==> config.mk <==
export PLATFORM = sky130hd
export DESIGN_NAME = binary_decoder_pipe
export DESIGN_NICKNAME = d
export VERILOG_FILES = /design/src/rtl/binary_decoder_pkg.sv /design/src/rtl/decoder_skid_buf.sv /design/src/rtl/binary_decoder_pipe.sv
export SDC_FILE = /design/constraint.sdc
export NUM_CORES = 1
export LEC_CHECK = 0
export ABC_CLOCK_PERIOD_IN_PS = 1200
export CAP_MARGIN = 10
export CORE_AREA = 2 2 40 42
export DETAILED_ROUTE_END_ITERATION = 16
export DIE_AREA = 0 0 42 44
export PLACE_DENSITY = 0.78
export SLEW_MARGIN = 20
export SYNTH_ARGS = -nofsm -noshare
export SYNTH_HDL_FRONTEND = slang
export SYNTH_HIERARCHICAL = 1
export SYNTH_SLANG_ARGS = --single-unit
export TNS_END_PERCENT = 50
==> constraint.sdc <==
create_clock -name clk -period 1.2 [get_ports clk]
set_input_delay 0.24 -clock clk [delete_from_list [all_inputs] [get_ports clk]]
set_output_delay 0.24 -clock clk [all_outputs]
set_load 0.05 [all_outputs]
==> src/rtl/binary_decoder_pkg.sv <==
`default_nettype none
// ============================================================================
// Module  : binary_decoder_pkg
// Brief   : Shared constants, stage-entry type and one-hot decode helper.
// Revision: 1.0 - initial release
// ============================================================================
package binary_decoder_pkg;

    localparam int MAX_IN_W  = 8;
    localparam int MAX_OUT_N = 1 << MAX_IN_W;

    typedef struct packed {
        logic                enable;
        logic [MAX_IN_W-1:0] code;
    } stage_entry_t;

    // Result is {err, word}; only word bits below out_n are meaningful.
    function automatic logic [MAX_OUT_N:0] decode_onehot(
        input logic [MAX_IN_W-1:0] code,
        input logic                enable,
        input int                  out_n
    );
        logic [MAX_OUT_N:0] w_res;
        w_res = '0;
        if (enable) begin
            if (int'({24'd0, code}) >= out_n) begin
                w_res[MAX_OUT_N] = 1'b1;
            end else begin
                w_res[code] = 1'b1;
            end
        end
        return w_res;
    endfunction

endpackage
`default_nettype wire

==> src/rtl/decoder_skid_buf.sv <==
`default_nettype none
// ============================================================================
// Module  : decoder_skid_buf
// Brief   : Two-entry valid/ready skid buffer with registered ready and an
//           idle value loaded into the output stage whenever it empties.
// Revision: 1.0 - initial release
// ============================================================================
module decoder_skid_buf #(
    parameter int               WIDTH    = 8,
    parameter logic [WIDTH-1:0] IDLE_VAL = '0
) (
    input  logic             clk,
    input  logic             rst,
    input  logic             i_valid,
    output logic             o_ready,
    input  logic [WIDTH-1:0] i_data,
    output logic             o_valid,
    input  logic             i_ready,
    output logic [WIDTH-1:0] o_data,
    output logic             o_s_full
);

    logic             r_o_valid;
    logic             r_s_valid;
    logic             r_in_ready;
    logic [WIDTH-1:0] r_o_data;
    logic [WIDTH-1:0] r_s_data;

    logic w_o_free;
    logic w_accept;
    logic w_s_valid_nxt;

    assign w_o_free = !r_o_valid || i_ready;
    assign w_accept = i_valid && r_in_ready;

    // A free output stage always drains the skid, so S can only fill on a stall.
    always_comb begin
        w_s_valid_nxt = r_s_valid;
        if (w_o_free) begin
            w_s_valid_nxt = 1'b0;
        end else if (w_accept) begin
            w_s_valid_nxt = 1'b1;
        end
    end

    always_ff @(posedge clk) begin
        if (rst) begin
            r_o_valid  <= 1'b0;
            r_s_valid  <= 1'b0;
            r_in_ready <= 1'b0;
            r_o_data   <= IDLE_VAL;
            r_s_data   <= IDLE_VAL;
        end else begin
            r_s_valid  <= w_s_valid_nxt;
            r_in_ready <= !w_s_valid_nxt;
            if (w_o_free) begin
                if (r_s_valid) begin
                    r_o_valid <= 1'b1;
                    r_o_data  <= r_s_data;
                end else if (w_accept) begin
                    r_o_valid <= 1'b1;
                    r_o_data  <= i_data;
                end else begin
                    r_o_valid <= 1'b0;
                    r_o_data  <= IDLE_VAL;
                end
            end else if (w_accept) begin
                r_s_data <= i_data;
            end
        end
    end

    assign o_ready  = r_in_ready;
    assign o_valid  = r_o_valid;
    assign o_data   = r_o_data;
    assign o_s_full = r_s_valid;

endmodule
`default_nettype wire

==> src/rtl/binary_decoder_pipe.sv <==
`default_nettype none
// ============================================================================
// Module  : binary_decoder_pipe
// Brief   : Pipelined IN_W-to-OUT_N one-hot decoder with valid/ready on both
//           sides. Define BINARY_DECODER_PIPE_FORMAL_EN to compile in SVA.
// Revision: 1.0 - initial release
// ============================================================================
module binary_decoder_pipe
    import binary_decoder_pkg::*;
#(
    parameter int IN_W       = 2,
    parameter int OUT_N      = 1 << IN_W,
    parameter int ACTIVE_LOW = 0
) (
    input  logic             clk,
    input  logic             rst,
    input  logic             in_valid,
    output logic             in_ready,
    input  logic             in_enable,
    input  logic [IN_W-1:0]  in_code,
    output logic             out_valid,
    input  logic             out_ready,
    output logic [OUT_N-1:0] out_onehot,
    output logic             out_err
);

    localparam logic [OUT_N-1:0] c_INACTIVE = {OUT_N{ACTIVE_LOW != 0}};

    generate
        if (IN_W < 1 || IN_W > MAX_IN_W || OUT_N < 2 || OUT_N > (1 << IN_W)) begin : g_param_err
            $error("binary_decoder_pipe: illegal IN_W/OUT_N combination");
        end
    endgenerate

    stage_entry_t       w_entry;
    logic [MAX_OUT_N:0] w_dec;
    logic [OUT_N:0]     w_in_data;
    logic [OUT_N:0]     w_out_data;
    logic               w_s_full;
    logic               w_unused_dec;

    always_comb begin
        w_entry             = '0;
        w_entry.enable      = in_enable;
        w_entry.code[IN_W-1:0] = in_code;
    end

    // Decode and polarity are applied before storage so both stages hold final words.
    assign w_dec        = decode_onehot(w_entry.code, w_entry.enable, OUT_N);
    assign w_in_data    = {w_dec[MAX_OUT_N], w_dec[OUT_N-1:0] ^ c_INACTIVE};
    assign w_unused_dec = ^w_dec;

    decoder_skid_buf #(
        .WIDTH   (OUT_N + 1),
        .IDLE_VAL({1'b0, c_INACTIVE})
    ) u_skid (
        .clk     (clk),
        .rst     (rst),
        .i_valid (in_valid),
        .o_ready (in_ready),
        .i_data  (w_in_data),
        .o_valid (out_valid),
        .i_ready (out_ready),
        .o_data  (w_out_data),
        .o_s_full(w_s_full)
    );

    assign out_err    = w_out_data[OUT_N];
    assign out_onehot = w_out_data[OUT_N-1:0];

`ifdef BINARY_DECODER_PIPE_FORMAL_EN
    logic [1:0] w_occ;
    assign w_occ = {1'b0, out_valid} + {1'b0, w_s_full};

    a_onehot: assert property (@(posedge clk) disable iff (rst)
        $countones(out_onehot ^ c_INACTIVE) <= 1);
    a_err_inactive: assert property (@(posedge clk) disable iff (rst)
        out_err |-> (out_onehot == c_INACTIVE));
    a_stall_stable: assert property (@(posedge clk) disable iff (rst)
        (out_valid && !out_ready) |=> (out_valid && $stable(out_onehot) && $stable(out_err)));
    a_no_accept: assert property (@(posedge clk) disable iff (rst)
        !in_ready |=> (w_occ <= $past(w_occ)));
    a_occ: assert property (@(posedge clk) disable iff (rst) w_occ <= 2'd2);

    c_s_full: cover property (@(posedge clk) disable iff (rst) w_s_full);
    c_err:    cover property (@(posedge clk) disable iff (rst) out_valid && out_err);
    c_b2b:    cover property (@(posedge clk) disable iff (rst)
        (out_valid && out_ready) ##1 (out_valid && out_ready));
`endif

endmodule
`default_nettype wire

==> run_results.csv, run 1 <==
group,metric,value,unit
run_status,outcome,"complete, no violations",
clock_tree,post_cts_buffers,0,
sta,clock_skew,0.00613,ns
layout,final_common_cell,"nor2_1",
placement,port_buffers,13,
sta,drv_slew,0,
layout,layout_common_cells,"nor2_1, dfxtp_1, mux2i_1",
floorplanning,io_pins,14,
clock_tree,cts_buffer_depth,2,
routing,remaining_drc_errors,0,
global_routing,antenna_found_initial,0,
sta,fin_crit,1.13,ns
clock_tree,clock_latency,0.27,ns
setup_path,crit_type,"in2reg",
synthesis,synth_top_area_share,43.3,%
pwr,p_leak,0.410,nW
synthesis,synth_seq_area_share,43.3,%
floorplanning,die_h,44,um
hold_path,min_path_type,"reg2reg",
synthesis,ys_types,17,
synthesis,yosysWarningCount,6,
global_routing,gr-usage-all-layers,15.2,%
synthesis,synth_seq_cells,13,
layout,post-route-util,64.3,%
synthesis,synth_top_area_cell,"dfxtp_1",
synthesis,netlist_area,601,um^2
global_routing,grt_pass1_vias,446,
pwr,peakVddDrop,0.00111,V
placement,gp_congestion,0.775,
routing,drt_wl_total,1200,um
clock_tree,cts_max_level,1,
global_routing,grt_max_degree,13,
clock_tree,cts_buffers,3,
sta,hold_viol_final,0,
routing,drt_pass1_iterations,4,
global_routing,grt_pass1_wl,2000,um
routing,viasPerCell,4.97,
placement,dp_slack,-0.265,ns
layout,fin_nets,85,
global_routing,grt_overflow,0,
layout,drive_gt1_share,40.3,%
job,drv_cap,0,
sta,fin_ws,0.0721,ns
synthesis,synth.avg_cell_area,11.1,um^2
floorplanning,die_x,42,um
setup_path,start_kind,"input port",
clock_tree,tritoncts,"done",
layout,diodes,0,
clock_tree,clk_pin_slew,0.08,ns
setup_path,crit_required,1.36,ns
sta,period_share,94.0,%
sta,finalSetupTns,0,ns
clock_tree,cts_root_buf,"clkbuf_4",
floorplanning,die-area,0.00185,mm^2
routing,first_iter_violations,2,
sta,finalSetupViolations,0,
routing,wl_per_cell,12.9,um
layout,area_growth,51.9,%
synthesis,yosys-top-cells-area,"dfxtp_1, mux2i_1, a211oi_2",
placement,hpwl,919,um
pwr,power_density,954,mW/mm^2
routing,ant_nets,0,
sta,rsz0062_at_grt,"no",
floorplanning,core,0.00142,mm^2
routing,num_vias,462,
clock_tree,cts_sinks,13,
sta,fmax,887,MHz
floorplanning,initial_core_util,42.3,%
setup_path,end_kind,"flip-flop",
floorplanning,rows,14,
setup_path,arrival,1.29,ns
synthesis,syn_inst,54,
setup_path,worstPathMaxFanout,5,
==> stage by stage <==
step,hold WS (ns),std cells,area [um^2],total power [mW]
after global routing,0.574,93,912,0.913
after global placement,0.478,89,877,0.617
after floorplan,0.433,55,607,0.537
after detailed placement,0.495,89,877,0.620
after CTS,0.514,93,903,0.879
final,0.514,93,912,0.871
==> per-layer routing <==
| layer | GRT usage [%] | part of all wire, % | vias up |
|---|---|---|---|
| met5 | 0 | 0 | - |
| met4 | 1.94 | 0.50 | 0 |
| met3 | 8.33 | 5.7 | 2 |
| met2 | 28.1 | 55 | 11 |
| met1 | 15.4 | 39 | 215 |
| li1 | - | - | 234 |
==> cells by family (layout without fill, tap and decap cells) <==
logic type      after synthesis  count (layout)  share of synthesized area [%]
compound gates                7               7                           15.6
buf+inv                       4              26                           4.37
flops                        13              13                           43.3
mux                          10              10                           16.7
other cells                   1               2                          0.624
simple gates                 19              19                           19.4
==> layout make-up <==
class / instances / area, um^2
fill: 109 / 507
multi-input combinational: 38 / 327
timing repair buffer: 21 / 273
sequential: 13 / 263
clock buffer: 4 / 26.3
tap: 16 / 20.0
inverter: 1 / 3.75
==> registers in the layout (all words and copies together), names as in the netlist <==
register,flops
u_skid/o_data,5
u_skid/o_ready,1
u_skid/o_s_full,1
u_skid/o_valid,1
u_skid/r_s_data,5
==> cell usage after synthesis <==
cell and count:
nand2b_4 1, mux2i_1 10, dfxtp_1 13, and3_2 1, a21oi_4 1, a21o_4 1
nor3_1 1, buf_6 1, conb_1 1, buf_4 1, nand4b_2 1, nor3b_2 1
a211oi_2 5, buf_1 1, and3b_1 2, inv_1 1, nor2_1 12
==> critical path: stages <==
cell and delay (ns):
clkdlybuf4s50_1 0.57, nand4b_4 0.19, mux2i_1 0.22, nor2_1 0.06
==> repair_timing <==
action                     in CTS  in global routing
hold buffers                    0                  0
setup endpoints to repair       0                  3
resized for setup               0                  1
==> path summary, 6_finish.rpt <==
kind | slack (ns) | from | cells after the start | to
worst min-delay path | 0.51 | u_skid/r_s_data[4] | 2 | u_skid/r_s_data[4]
worst max register to register | 0.15 | u_skid/o_valid | 3 | u_skid/o_data[2]
worst min register to register | 0.51 | u_skid/r_s_data[4] | 2 | u_skid/r_s_data[4]
worst max-delay path | 0.07 | in_valid | 4 | u_skid/r_s_data[3]
==> power by group <==
part | internal (mW) | leakage, nW | total (mW) | switching (mW)
Combinational | 0.0834 | 0.289 | 0.157 | 0.0734
Clock | 0.129 | 0.0150 | 0.258 | 0.130
Sequential | 0.441 | 0.106 | 0.456 | 0.0143
Note: power is estimated with default switching activity, not from simulation.
==> run 2, diff against run 1 <==
--- a/config.mk
+++ b/config.mk
@@ -5,12 +5,15 @@
 export SDC_FILE = /design/constraint.sdc
 export NUM_CORES = 1
 export LEC_CHECK = 0
+export ABC_AREA = 1
 export ABC_CLOCK_PERIOD_IN_PS = 1200
 export CAP_MARGIN = 10
-export CORE_AREA = 2 2 40 42
+export CELL_PAD_IN_SITES_DETAIL_PLACEMENT = 0
+export CELL_PAD_IN_SITES_GLOBAL_PLACEMENT = 1
+export CORE_AREA = 2 2 46 52
 export DETAILED_ROUTE_END_ITERATION = 16
-export DIE_AREA = 0 0 42 44
-export PLACE_DENSITY = 0.78
+export DIE_AREA = 0 0 48 54
+export PLACE_DENSITY = 0.8
 export SLEW_MARGIN = 20
 export SYNTH_ARGS = -nofsm -noshare
 export SYNTH_HDL_FRONTEND = slang
==> run 2 against run 1 <==
Power rose by 2.8%. Clock skew rose by 0.0025 ns. Sequential share of layout area fell by 0.39 points. Wire length fell by 0.33%. Setup slack improved by 0.078 ns. First-iteration DRC count rose by 100%. Final cell count rose by 60%. Critical path type is now reg2out. Critical endpoint is now out_valid. Largest cell class unchanged. Highest routed layer unchanged.
==> run_results.csv, run 2 <==
group,metric,value,unit
clock_tree,cts_max_level,1,
setup_path,r2r_start,"u_skid/o_valid",
synthesis,synth_async_sr_flop_share,0,%
global_routing,grt_pass1_wl,2060,um
job,drv_cap,0,
layout,area_growth,43.8,%
hold_path,min_path_type,"reg2reg",
synthesis,synth_seq_cells,13,
sta,fmax,952,MHz
routing,remaining_drc_errors,0,
setup_path,crit_slowest_cell,"dfxtp_2",
layout,seqCellArea,263,um^2
setup_path,arrival,0.81,ns
clock_tree,cts_resized,0,
floorplanning,io_pins,14,
routing,first_iter_violations,4,
layout,layout_common_cells,"nand2_1, nor2_1, inv_1",
synthesis,synthFlopType,"dfxtp_1",
floorplanning,initial_core_util,30.1,%
global_routing,gr-usage-all-layers,11.7,%
synthesis,synthesis.nets,107,
layout,diodes,0,
setup_path,crit_type,"reg2out",
sta,clock_skew,0.00862,ns
layout,final_common_cell,"nand2_1",
floorplanning,die_x,48,um
synthesis,synth_top_area_cell,"dfxtp_1",
hold_path,hold_start,"u_skid/r_s_data[4]",
setup_path,critPathMaxStageDelay,0.39,ns
synthesis,yosysWarningCount,6,
routing,drt_wl_total,1200,um
layout,multi_input_area,312,um^2
floorplanning,die_h,54,um
setup_path,cp_top_family,"flip-flops",
clock_tree,post_cts_buffers,0,
floorplanning,rows,18,
clock_tree,cts_buffer_depth,2,
sta,fin_crit,1.05,ns
sta,drv_slew,0,
setup_path,worst-path-stages,1,
sta,hold_viol_final,0,
sta,finalSetupTns,0,ns
floorplanning,die-area,0.00259,mm^2
synthesis,yosys-top-cells-area,"dfxtp_1, nand2_1, nor2_1",
global_routing,antenna_found_initial,0,
synthesis,synth_top_area_share,40.5,%
clock_tree,cts_buffers,3,
synthesis,synth_seq_area_share,40.5,%
setup_path,crit_required,0.96,ns
layout,fin_nets,127,
layout,post-route-util,43.2,%
synthesis,yosysMostFrequentCell,"nand2_1",
synthesis,ys_types,13,
clock_tree,tritoncts,"done",
pwr,peakVddDrop,0.000309,V
layout,drive_gt1_share,21.8,%
sta,rsz0062_at_grt,"no",
synthesis,netlist_area,643,um^2
floorplanning,core,0.00214,mm^2
pwr,p_leak,0.406,nW
setup_path,path_cells,"buf_12",
placement,hpwl,980,um
placement,gp_congestion,0.782,
placement,dp_slack,-0.137,ns
synthesis,synth_edf_count,0,
setup_path,start_kind,"flip-flop",
synthesis,syn_inst,100,
sta,holdWs,0.487,ns
sta,finalSetupViolations,0,
clock_tree,cts_sinks,13,
pwr,power.total,0.895,mW
routing,wl_per_cell,8.03,um
clock_tree,cts_root_buf,"clkbuf_4",
global_routing,grt_overflow,0,
hold_path,whs_path_depth,2,
setup_path,worstPathMaxFanout,3,
global_routing,grt_pass1_vias,518,
sta,fin_ws,0.150,ns
clock_tree,clock_latency,0.27,ns
setup_path,critPathLaunch,"u_skid/o_valid",
setup_path,reg2regPathDepth,5,
synthesis,synth.avg_cell_area,6.43,um^2
global_routing,grt_max_degree,11,
layout,final.fill_count,228,
setup_path,end_kind,"primary output",
routing,viasPerCell,3.96,
sta,period_share,87.5,%
routing,ant_nets,0,
synthesis,synth_common_cells,"nand2_1, nor2_1, inv_1",
placement,port_buffers,13,
setup_path,critPathBufInv,1,
run_status,outcome,"complete, no violations",
clock_tree,clk_pin_slew,0.08,ns
routing,num_vias,590,
clock_tree,ctsHoldBuffers,0,
routing,drt_pass1_iterations,4,
pwr,power_density,968,mW/mm^2
[run 2: routing by layer]
metal | GRT usage, % | routed length [um]
met1 | 13.2 | 515
met2 | 18.7 | 591
met5 | 0 | 0
met4 | 9.46 | 42
met3 | 2.01 | 47
[run 2: cell type report]
type | count | share of cell area, %
clock buffers | 4 | 2.84
inverters | 19 | 7.71
multi-input cells | 68 | 33.7
flip-flops and latches | 13 | 28.4
well taps | 30 | 4.06
repair buffers | 15 | 23.3
[run 2: cell families (layout without fill, tap and decap cells)]
family	count (synthesis)	count (layout)	share of synthesized area, %
buffers and inverters	19	38	11.1
DFF	13	13	40.5
and+or+nand+nor	67	67	47.9
other	1	1	0.583
[run 2: where the power goes]
group,internal (mW),switching (mW)
clock,0.129,0.137
combinational,0.0787,0.0944
sequential,0.444,0.0124
[run 2: stage by stage]
step / cells / cell area (um^2)
global placement: 145 / 898
finish: 149 / 925
floorplan: 100 / 646
detailed placement: 145 / 898
CTS: 149 / 925
global route: 149 / 925
[run 2: worst paths after layout]
path	to	slack (ns)
max	out_valid	0.15
min	u_skid/r_s_data[4]	0.49
max reg2reg	u_skid/r_s_data[0]	0.23
min reg2reg	u_skid/r_s_data[4]	0.49
[run 2: worst reg2reg max path, delay by kind of cell (launching register included)]
family                 cells  cell delay, ns
and+or+nand+nor            4            0.42
DFF                        1            0.39
buffers and inverters      1            0.06
==> run 3, diff against run 2 <==
--- a/config.mk
+++ b/config.mk
@@ -19,4 +19,3 @@
 export SYNTH_HDL_FRONTEND = slang
 export SYNTH_HIERARCHICAL = 1
 export SYNTH_SLANG_ARGS = --single-unit
-export TNS_END_PERCENT = 50
==> results of run 3 <==
Same layout as run 2: the final DEF is identical, and so are final timing and power.
